<file path="src/rtl/alu_pkg.sv">
// Shared ALU constants and types: default datapath width and the matching word type.
package alu_pkg;

    localparam int unsigned WIDTH = 32;

    typedef logic [WIDTH-1:0] word_t;

endpackage

</file>
<file path="src/rtl/full_adder.sv">
// One-bit full adder; the ripple element of the subtractor chain.
module full_adder (
    input  logic a,
    input  logic b,
    input  logic ci,
    output logic s,
    output logic co
);

    always_comb begin
        s  = a ^ b ^ ci;
        co = (a & b) | (ci & (a ^ b));
    end

endmodule

</file>
<file path="src/rtl/subtrator_32bits.sv">
// Two's-complement subtractor S = A + ~B + 1 with carry-out and sign, plus registered copies.
module subtrator_32bits
    import alu_pkg::*;
#(
    parameter int unsigned WIDTH = alu_pkg::WIDTH
) (
    input  logic             clk,
    input  logic             rst,
    input  logic [WIDTH-1:0] A,
    input  logic [WIDTH-1:0] B,
    input  logic             Cin,
    output logic [WIDTH-1:0] S,
    output logic             Cout,
    output logic             Signal,
    output logic [WIDTH-1:0] S_q,
    output logic             Cout_q,
    output logic             Signal_q
);

    logic [WIDTH:0] carry;

    // Cin is reserved and deliberately kept out of the arithmetic.
    logic unused_cin;
    assign unused_cin = Cin;

    // Constant carry-in of 1 completes the two's-complement negation of B.
    assign carry[0] = 1'b1;

    for (genvar i = 0; i < WIDTH; i++) begin : g_chain
        full_adder u_fa (
            .a  (A[i]),
            .b  (~B[i]),
            .ci (carry[i]),
            .s  (S[i]),
            .co (carry[i+1])
        );
    end

    assign Cout   = carry[WIDTH];
    assign Signal = S[WIDTH-1];

    always_ff @(posedge clk or posedge rst) begin
        if (rst) begin
            S_q      <= '0;
            Cout_q   <= 1'b0;
            Signal_q <= 1'b0;
        end else begin
            S_q      <= S;
            Cout_q   <= Cout;
            Signal_q <= Signal;
        end
    end

endmodule

</file>
<file path="config.mk">
export PLATFORM = sky130hd
export DESIGN_NAME = subtrator_32bits
export DESIGN_NICKNAME = d
export VERILOG_FILES = /design/src/rtl/alu_pkg.sv /design/src/rtl/full_adder.sv /design/src/rtl/subtrator_32bits.sv
export SDC_FILE = /design/constraint.sdc
export NUM_CORES = 1
export LEC_CHECK = 0
export CELL_PAD_IN_SITES_DETAIL_PLACEMENT = 0
export CELL_PAD_IN_SITES_GLOBAL_PLACEMENT = 1
export CORE_ASPECT_RATIO = 1.75
export CORE_UTILIZATION = 28
export DETAILED_ROUTE_END_ITERATION = 8
export GPL_ROUTABILITY_DRIVEN = 0
export PLACE_DENSITY_LB_ADDON = 0.1
export SLEW_MARGIN = 25
export SYNTH_ARGS = -nofsm -noshare
export SYNTH_HDL_FRONTEND = slang
export SYNTH_SLANG_ARGS = --single-unit
</file>
<file path="constraint.sdc">
create_clock -name clk -period 44.3 [get_ports clk]
set_input_delay 4.43 -clock clk [delete_from_list [all_inputs] [get_ports clk]]
set_output_delay 4.43 -clock clk [all_outputs]
set_load 0.005 [all_outputs]
</file>
After elaboration in Yosys (flattened, before gate mapping):

Index checks and enable logic that the tools add are counted.
Widths: inputs -> output; s select.

* bitwise logic cells: 191

Operators with widths (count)
* $and 1x1->1: 63
* $xor 1x1->1: 63
* $not 1->1: 33
* $or 1x1->1: 32

* flip-flop bits (word level): 34
* input port bits: 67
* output and inout bits: 68

Logic depth before layout (Yosys ltp):

Gate-level depths: netlist (run 1).

* depth in word-level cells: 65
* depth in mapped cells: 37

Cells and area by module:

Synthesis (run 1) repeated with hierarchy kept, for this count alone.

* cell total of the unflattened synthesis: 101
* area, all modules: 1609.0 sq um

Modules (own cells, without submodules)
* subtrator_32bits: instances 1, area each 968.4 sq um, cells an instance 69
* full_adder: instances 32, area each 20.0 sq um, cells an instance 1

Least setup slack after synthesis (run 1):

OpenSTA, ideal clock, no wires.

* path kind: input -> output
* start point: input port A[0]
* end point: output port S[31]
* arrival time: 16508 ps
* stages on the path: 37
* required time: 39870 ps
* path buffers: 1
* slack: 23362 ps
* cells stage by stage: inv_1 ha_1 fa_1 fa_1 fa_1 fa_1 fa_1 fa_1 fa_1 fa_1 inv_1 fa_1 inv_1 fa_1 fa_1 fa_1 fa_1 fa_1 fa_1 fa_1 fa_1 fa_1 fa_1 fa_1 fa_1 fa_1 fa_1 fa_1 fa_1 fa_1 fa_1 fa_1 fa_1 fa_1 inv_1 fa_1 buf_4

* cells in the longest elaborated chain, start to end: 63

RTL lines
* from (decl): line subtrator_32bits.sv:9 `input logic [WIDTH-1:0] A,`
* $and 1x1->1 / $xor 1x1->1 (equally long branches): line full_adder.sv:12 `co = (a & b) | (ci & (a ^ b));`
* $or 1x1->1 *: line full_adder.sv:12
* $and 1x1->1 *: line full_adder.sv:12
* $or 1x1->1 *: line full_adder.sv:12
* $and 1x1->1 *: line full_adder.sv:12
* $or 1x1->1 *: line full_adder.sv:12
* $and 1x1->1 *: line full_adder.sv:12
* $or 1x1->1 *: line full_adder.sv:12
* (+47 left out)
* $or 1x1->1 *: line full_adder.sv:12
* $and 1x1->1 *: line full_adder.sv:12
* $or 1x1->1 *: line full_adder.sv:12
* $and 1x1->1 *: line full_adder.sv:12
* $or 1x1->1 *: line full_adder.sv:12
* $and 1x1->1 *: line full_adder.sv:12
* $or 1x1->1 *: line full_adder.sv:12
* $xor 1x1->1 *: line full_adder.sv:11 `s = a ^ b ^ ci;`
* to (decl): line subtrator_32bits.sv:12 `output logic [WIDTH-1:0] S,`

Mark *: on every way between the ends. The rest lies on a longest branch, timed or not.

Worst setup path after layout (run 1):

Same ends and word-level chain as after synthesis.

==> results.py, run 1 <==
metrics = {
    "pwr": {
        "p_per_area_nw_per_um2": 35.4,
        "ir_drop_v": 0.0000172,
        "p_leak_nw": 1.58,
        "total_power_mw": 0.117,
    },
    "synthesis": {
        "synth.distinct_cells": 5,
        "yosys_warnings": 0,
        "synthArstFlopShare_pct": 100,
        "avgSynthCellArea_um2": 11.9,
        "ys_ff_latch": 33,
        "synth_top_area_share_pct": 42.3,
        "syn-cell-area_um2": 1950,
        "netlist_top_cells_area": "dfrtp_1, fa_1, buf_4",
        "synth_most_common_cell": "inv_1",
        "seq_area_frac_synth_pct": 42.3,
        "synthesis.nets": 263,
        "synth_flop_cell": "dfrtp_1",
        "synth_top_area_cell": "dfrtp_1",
        "postSynthCellCount": 164,
        "synth_edf_count": 0,
        "yosys-top-cells-count": "inv_1, buf_4, dfrtp_1, fa_1, ha_1",
    },
    "critical_path": {
        "criticalPathCategory": "in -> out",
        "crit_arrival_ps": 17840,
        "cpPeakStageDelay_ps": 470,
        "required_ps": 39870,
        "crit_top_cell": "fa_1",
        "critPathLaunch": "A[0]",
        "path_max_fanout": 3,
        "cp-end-kind": "primary output",
        "crit_path_top_delay_cell": "clkdlybuf4s50_1",
        "startpoint_type": "input port",
        "cp-endpoint": "S[31]",
    },
    "global_routing": {
        "grt_max_degree": 34,
        "use_met1_pct": 11.6,
        "busiest_layer": "met2",
        "grt.overflow.total": 0,
        "grt_use_met3_pct": 4.17,
        "antenna_found_initial": 0,
        "grt_pass1_wl_um": 6760,
        "first_global_vias": 1468,
        "gr-usage-met2_pct": 24.4,
        "groute.usage.overall_pct": 12.8,
    },
    "clocking": {
        "htreeDepth": 2,
        "cts.clk_slew.worst_paths_ps": 50,
        "cts_hold_buf": 0,
        "cts-root-buf": "clkbuf_16",
        "cts-buffers-inserted": 5,
        "clk_path_buf_depth": 2,
        "cts_tree": "done",
        "clock_sinks": 33,
        "postCtsSetupRepairBufs": 0,
        "cts_resized": 0,
    },
    "finish": {
        "final_layout_size_suffix_gt1_share_pct": 3.30,
        "n_fill_cell": 662,
        "diodes": 0,
        "nets": 371,
        "syn2layout_area_growth_pct": 69.3,
    },
    "floorplanning": {
        "die_w_um": 65.2,
        "std_cell_rows": 40,
        "die_h_um": 113,
        "start_util_pct": 28.7,
        "io_pins": 135,
        "die_area_um2": 7330,
        "core-area_um2": 6810,
    },
    "sta": {
        "worst-slew-pin-transition_ps": 446,
        "finalCritPeriodShare_pct": 50.3,
        "rsz0062_at_grt": "false",
        "setup-tns-final_ps": 0,
        "min_period_ps": 22270,
        "hold_viol": 0,
        "fmax_mhz": 44.9,
        "finalSetupViolations": 0,
        "drv_slew": 0,
        "maxSlewHeadroom_pct": 70.3,
    },
    "routing": {
        "drc": 0,
        "wirelength_um": 4260,
        "antenna_left": 0,
        "vias_per_cell": 3.75,
        "drt-initial-drc-count": 8,
        "wl_per_cell_um": 11.9,
        "drt_first_pass_iters": 2,
        "via_count": 1337,
    },
    "place": {
        "place_hpwl_um": 3590,
        "port_buffers": 133,
    },
    "outcome": {
        "status": "finished clean",
    },
    "worst_hold_path": {
        "hp-class": "in -> async",
    },
    "flow_run": {
        "drv_cap": 0,
    },
}
-- placed cells by master, fill, tap and decap left out --
cell / n
dfrtp_1: 33
ha_1: 1
clkbuf_8: 2
inv_1: 66
clkinv_2: 1
buf_4: 1
clkbuf_16: 5
fa_1: 31
clkdlybuf4s50_1: 133
-- worst min path at each step --
stage | startpoint | endpoint | cells after the start | slack (ps)
after floorplan | rst | Cout_q$_DFF_PP0_ | 1 | 4560
after global placement | rst | S_q[12]$_DFF_PP0_ | 3 | 4870
after detailed placement | rst | S_q[12]$_DFF_PP0_ | 3 | 4880
after CTS | rst | S_q[15]$_DFF_PP0_ | 3 | 4570
after global routing | rst | S_q[15]$_DFF_PP0_ | 3 | 4600
final | rst | S_q[15]$_DFF_PP0_ | 3 | 4560
-- cell type report --
cell class	instances	area, um2	area share (%)
Timing Repair Buffer	134	1340	40.5
Sequential cell	33	826	25.0
Multi-Input combinational cell	32	633	19.1
Inverter	66	248	7.49
Clock buffer	7	153	4.61
Tap cell	84	105	3.18
Clock inverter	1	5.00	0.151
-- critical path, delay by kind of cell --
kind / cells / cell delay, ps
adder cells (fa/ha/maj): 32 / 12220
buffers and inverters: 6 / 1180
-- per-layer routing --
layer	wire (um)	vias to the layer above
li1	-	610
met1	1240	641
met3	399	7
met5	0	-
met2	2540	79
met4	90	0
-- kinds of logic (layout without fill, tap and decap cells) --
family	after synthesis	after routing	synth area share (%)
buf+inv	99	208	25.4
flops	33	33	42.3
fa+ha+maj	32	32	32.4
-- flip-flops by register name (all words and copies together) (netlist names) --
signal / count
S_q: 32
Cout_q: 1
-- where the power goes --
part,internal [mW],switching [mW],total [mW]
registers,0.0360,0.00143,0.0374
logic,0.0290,0.0145,0.0435
clock network,0.0238,0.0123,0.0361
total,0.0887,0.0283,0.117
-- stage by stage --
stage	hold slack [ps]	cell area (um2)	util, %	setup WS, ps	cells
floorplan	4560	1950	-	23360	164
global placement	4870	3150	46.3	21960	349
detailed placement	4880	3150	46.3	21900	349
CTS	4570	3310	48.6	21890	357
global route	4600	3310	48.6	21500	357
finish	4560	3310	48.6	22030	357
Note: power is estimated with default switching activity, not from simulation.
==> inputs of run 2 (changes only) <==
Settings changed: CORE_UTILIZATION 28 to 26.
Clock period 44.3 ns to 22.3 ns, I/O delays scaled along.
==> results.py, run 2 (synthesized netlist as in run 1, its figures left out) <==
metrics = {
    "outcome": {
        "status": "finished clean",
    },
    "finish": {
        "top_register": "S_q",
        "nets": 371,
        "largest_reg_flops": 32,
        "mostFrequentLayoutCell": "clkdlybuf4s50_1",
        "top_regs": "S_q: 32 flops, Cout_q: 1 flops",
        "diodes": 0,
        "syn2layout_area_growth_pct": 68.6,
        "final_layout_size_suffix_gt1_share_pct": 2.57,
        "layout_common_cells": "clkdlybuf4s50_1, inv_1, dfrtp_1, fa_1, clkbuf_16",
    },
    "critical_path": {
        "required_ps": 20070,
        "criticalPathCategory": "in -> out",
        "path_max_fanout": 3,
        "cp-end-kind": "primary output",
        "crit_top_cell": "fa_1",
        "crit_path_top_delay_cell": "clkdlybuf4s50_1",
        "crit_arrival_ps": 15600,
        "cpPeakStageDelay_ps": 460,
        "startpoint_type": "input port",
    },
    "sta": {
        "worst-slew-pin-transition_ps": 442,
        "fmax_mhz": 56.1,
        "maxSlewHeadroom_pct": 70.5,
        "rsz0062_at_grt": "false",
        "finalSetupViolations": 0,
        "min_period_ps": 17830,
        "setup-tns-final_ps": 0,
        "finalCritPeriodShare_pct": 80.0,
        "drv_slew": 0,
        "hold_slack_ps": 2350,
        "hold_viol": 0,
    },
    "clocking": {
        "cts-root-buf": "clkbuf_16",
        "clock_sinks": 33,
        "cts_tree": "done",
        "postCtsSetupRepairBufs": 0,
        "cts_hold_buf": 0,
        "cts.clk_slew.worst_paths_ps": 50,
        "cts-buffers-inserted": 5,
        "htreeDepth": 2,
        "cts_resized": 0,
        "clk_path_buf_depth": 2,
    },
    "routing": {
        "routed.top_layer": "met4",
        "drc": 0,
        "wl_met2_um": 2520,
        "vias_per_cell": 3.75,
        "via_count": 1342,
        "wl_met3_um": 481,
        "drt_first_pass_iters": 2,
        "antenna_left": 0,
        "drt-initial-drc-count": 26,
        "wl_met1_um": 1150,
        "wirelength_um": 4250,
        "wl_per_cell_um": 11.9,
    },
    "pwr": {
        "ir_drop_v": 0.0000271,
        "total_power_mw": 0.228,
        "p_leak_nw": 1.57,
        "p_per_area_nw_per_um2": 69.2,
    },
    "global_routing": {
        "antenna_found_initial": 0,
        "first_global_vias": 1458,
        "grt.overflow.total": 0,
        "groute.usage.overall_pct": 11.7,
        "grt_max_degree": 34,
        "grt_pass1_wl_um": 6480,
    },
    "floorplanning": {
        "die_h_um": 117,
        "core-area_um2": 7230,
        "io_pins": 135,
        "std_cell_rows": 41,
        "die_area_um2": 7880,
        "start_util_pct": 27.0,
        "die_w_um": 67.5,
    },
    "flow_run": {
        "drv_cap": 0,
    },
    "worst_hold_path": {
        "hp-class": "in -> async",
    },
    "place": {
        "place_hpwl_um": 3610,
        "port_buffers": 133,
    },
}
## run 2: changes by cell type in the layout (fill, tap and decap cells not counted)
cell | previous run | this run
clkbuf_1 | 0 | 1
clkinv_2 | 1 | 0
clkbuf_8 | 2 | 1
## run 2: final cells by class
type	count	area (um2)
fill	700	3940
timing repair buffer	134	1340
sequential	33	826
multi-input combinational	32	633
inverter	66	248
clock buffer	7	143
tap	86	108
## run 2: stage by stage
| step | setup WS (ps) | instance area (um2) | util, % | cells |
|---|---|---|---|---|
| finish | 4470 | 3300 | 45.6 | 358 |
| global route | 3940 | 3300 | 45.6 | 358 |
| CTS | 4310 | 3300 | 45.6 | 358 |
| detailed placement | 4330 | 3150 | 43.6 | 351 |
| global placement | 4390 | 3150 | 43.6 | 351 |
| floorplan | 5760 | 1950 | - | 164 |
## run 2: final timing paths
| check | startpoint | endpoint | cells past startpoint |
|---|---|---|---|
| setup / recovery | A[0] | Signal | 38 |
| min in group clk | B[0] | S_q[0]$_DFF_PP0_ | 3 |
| hold / removal | rst | S_q[25]$_DFF_PP0_ | 3 |
| max in group asynchronous | rst | S_q[16]$_DFF_PP0_ | 3 |
## run 2: worst max-delay path: cells and delay by family
| family | cells | cell delay (ps) |
|---|---|---|
| buffers and inverters | 6 | 1170 |
| adder cells (fa/ha/maj) | 32 | 12210 |
## run 2: per-layer routing
metal / vias up / GRT usage, %
li1: 612 / -
met1: 644 / 9.32
met2: 78 / 22.4
met3: 8 / 5.18
met4: 0 / 5.96
met5: - / 0
## run 2: power breakdown
part,total [mW],internal [mW],switching [mW]
clock network,0.0672,0.0438,0.0234
registers,0.0743,0.0714,0.00284
logic,0.0866,0.0576,0.0289
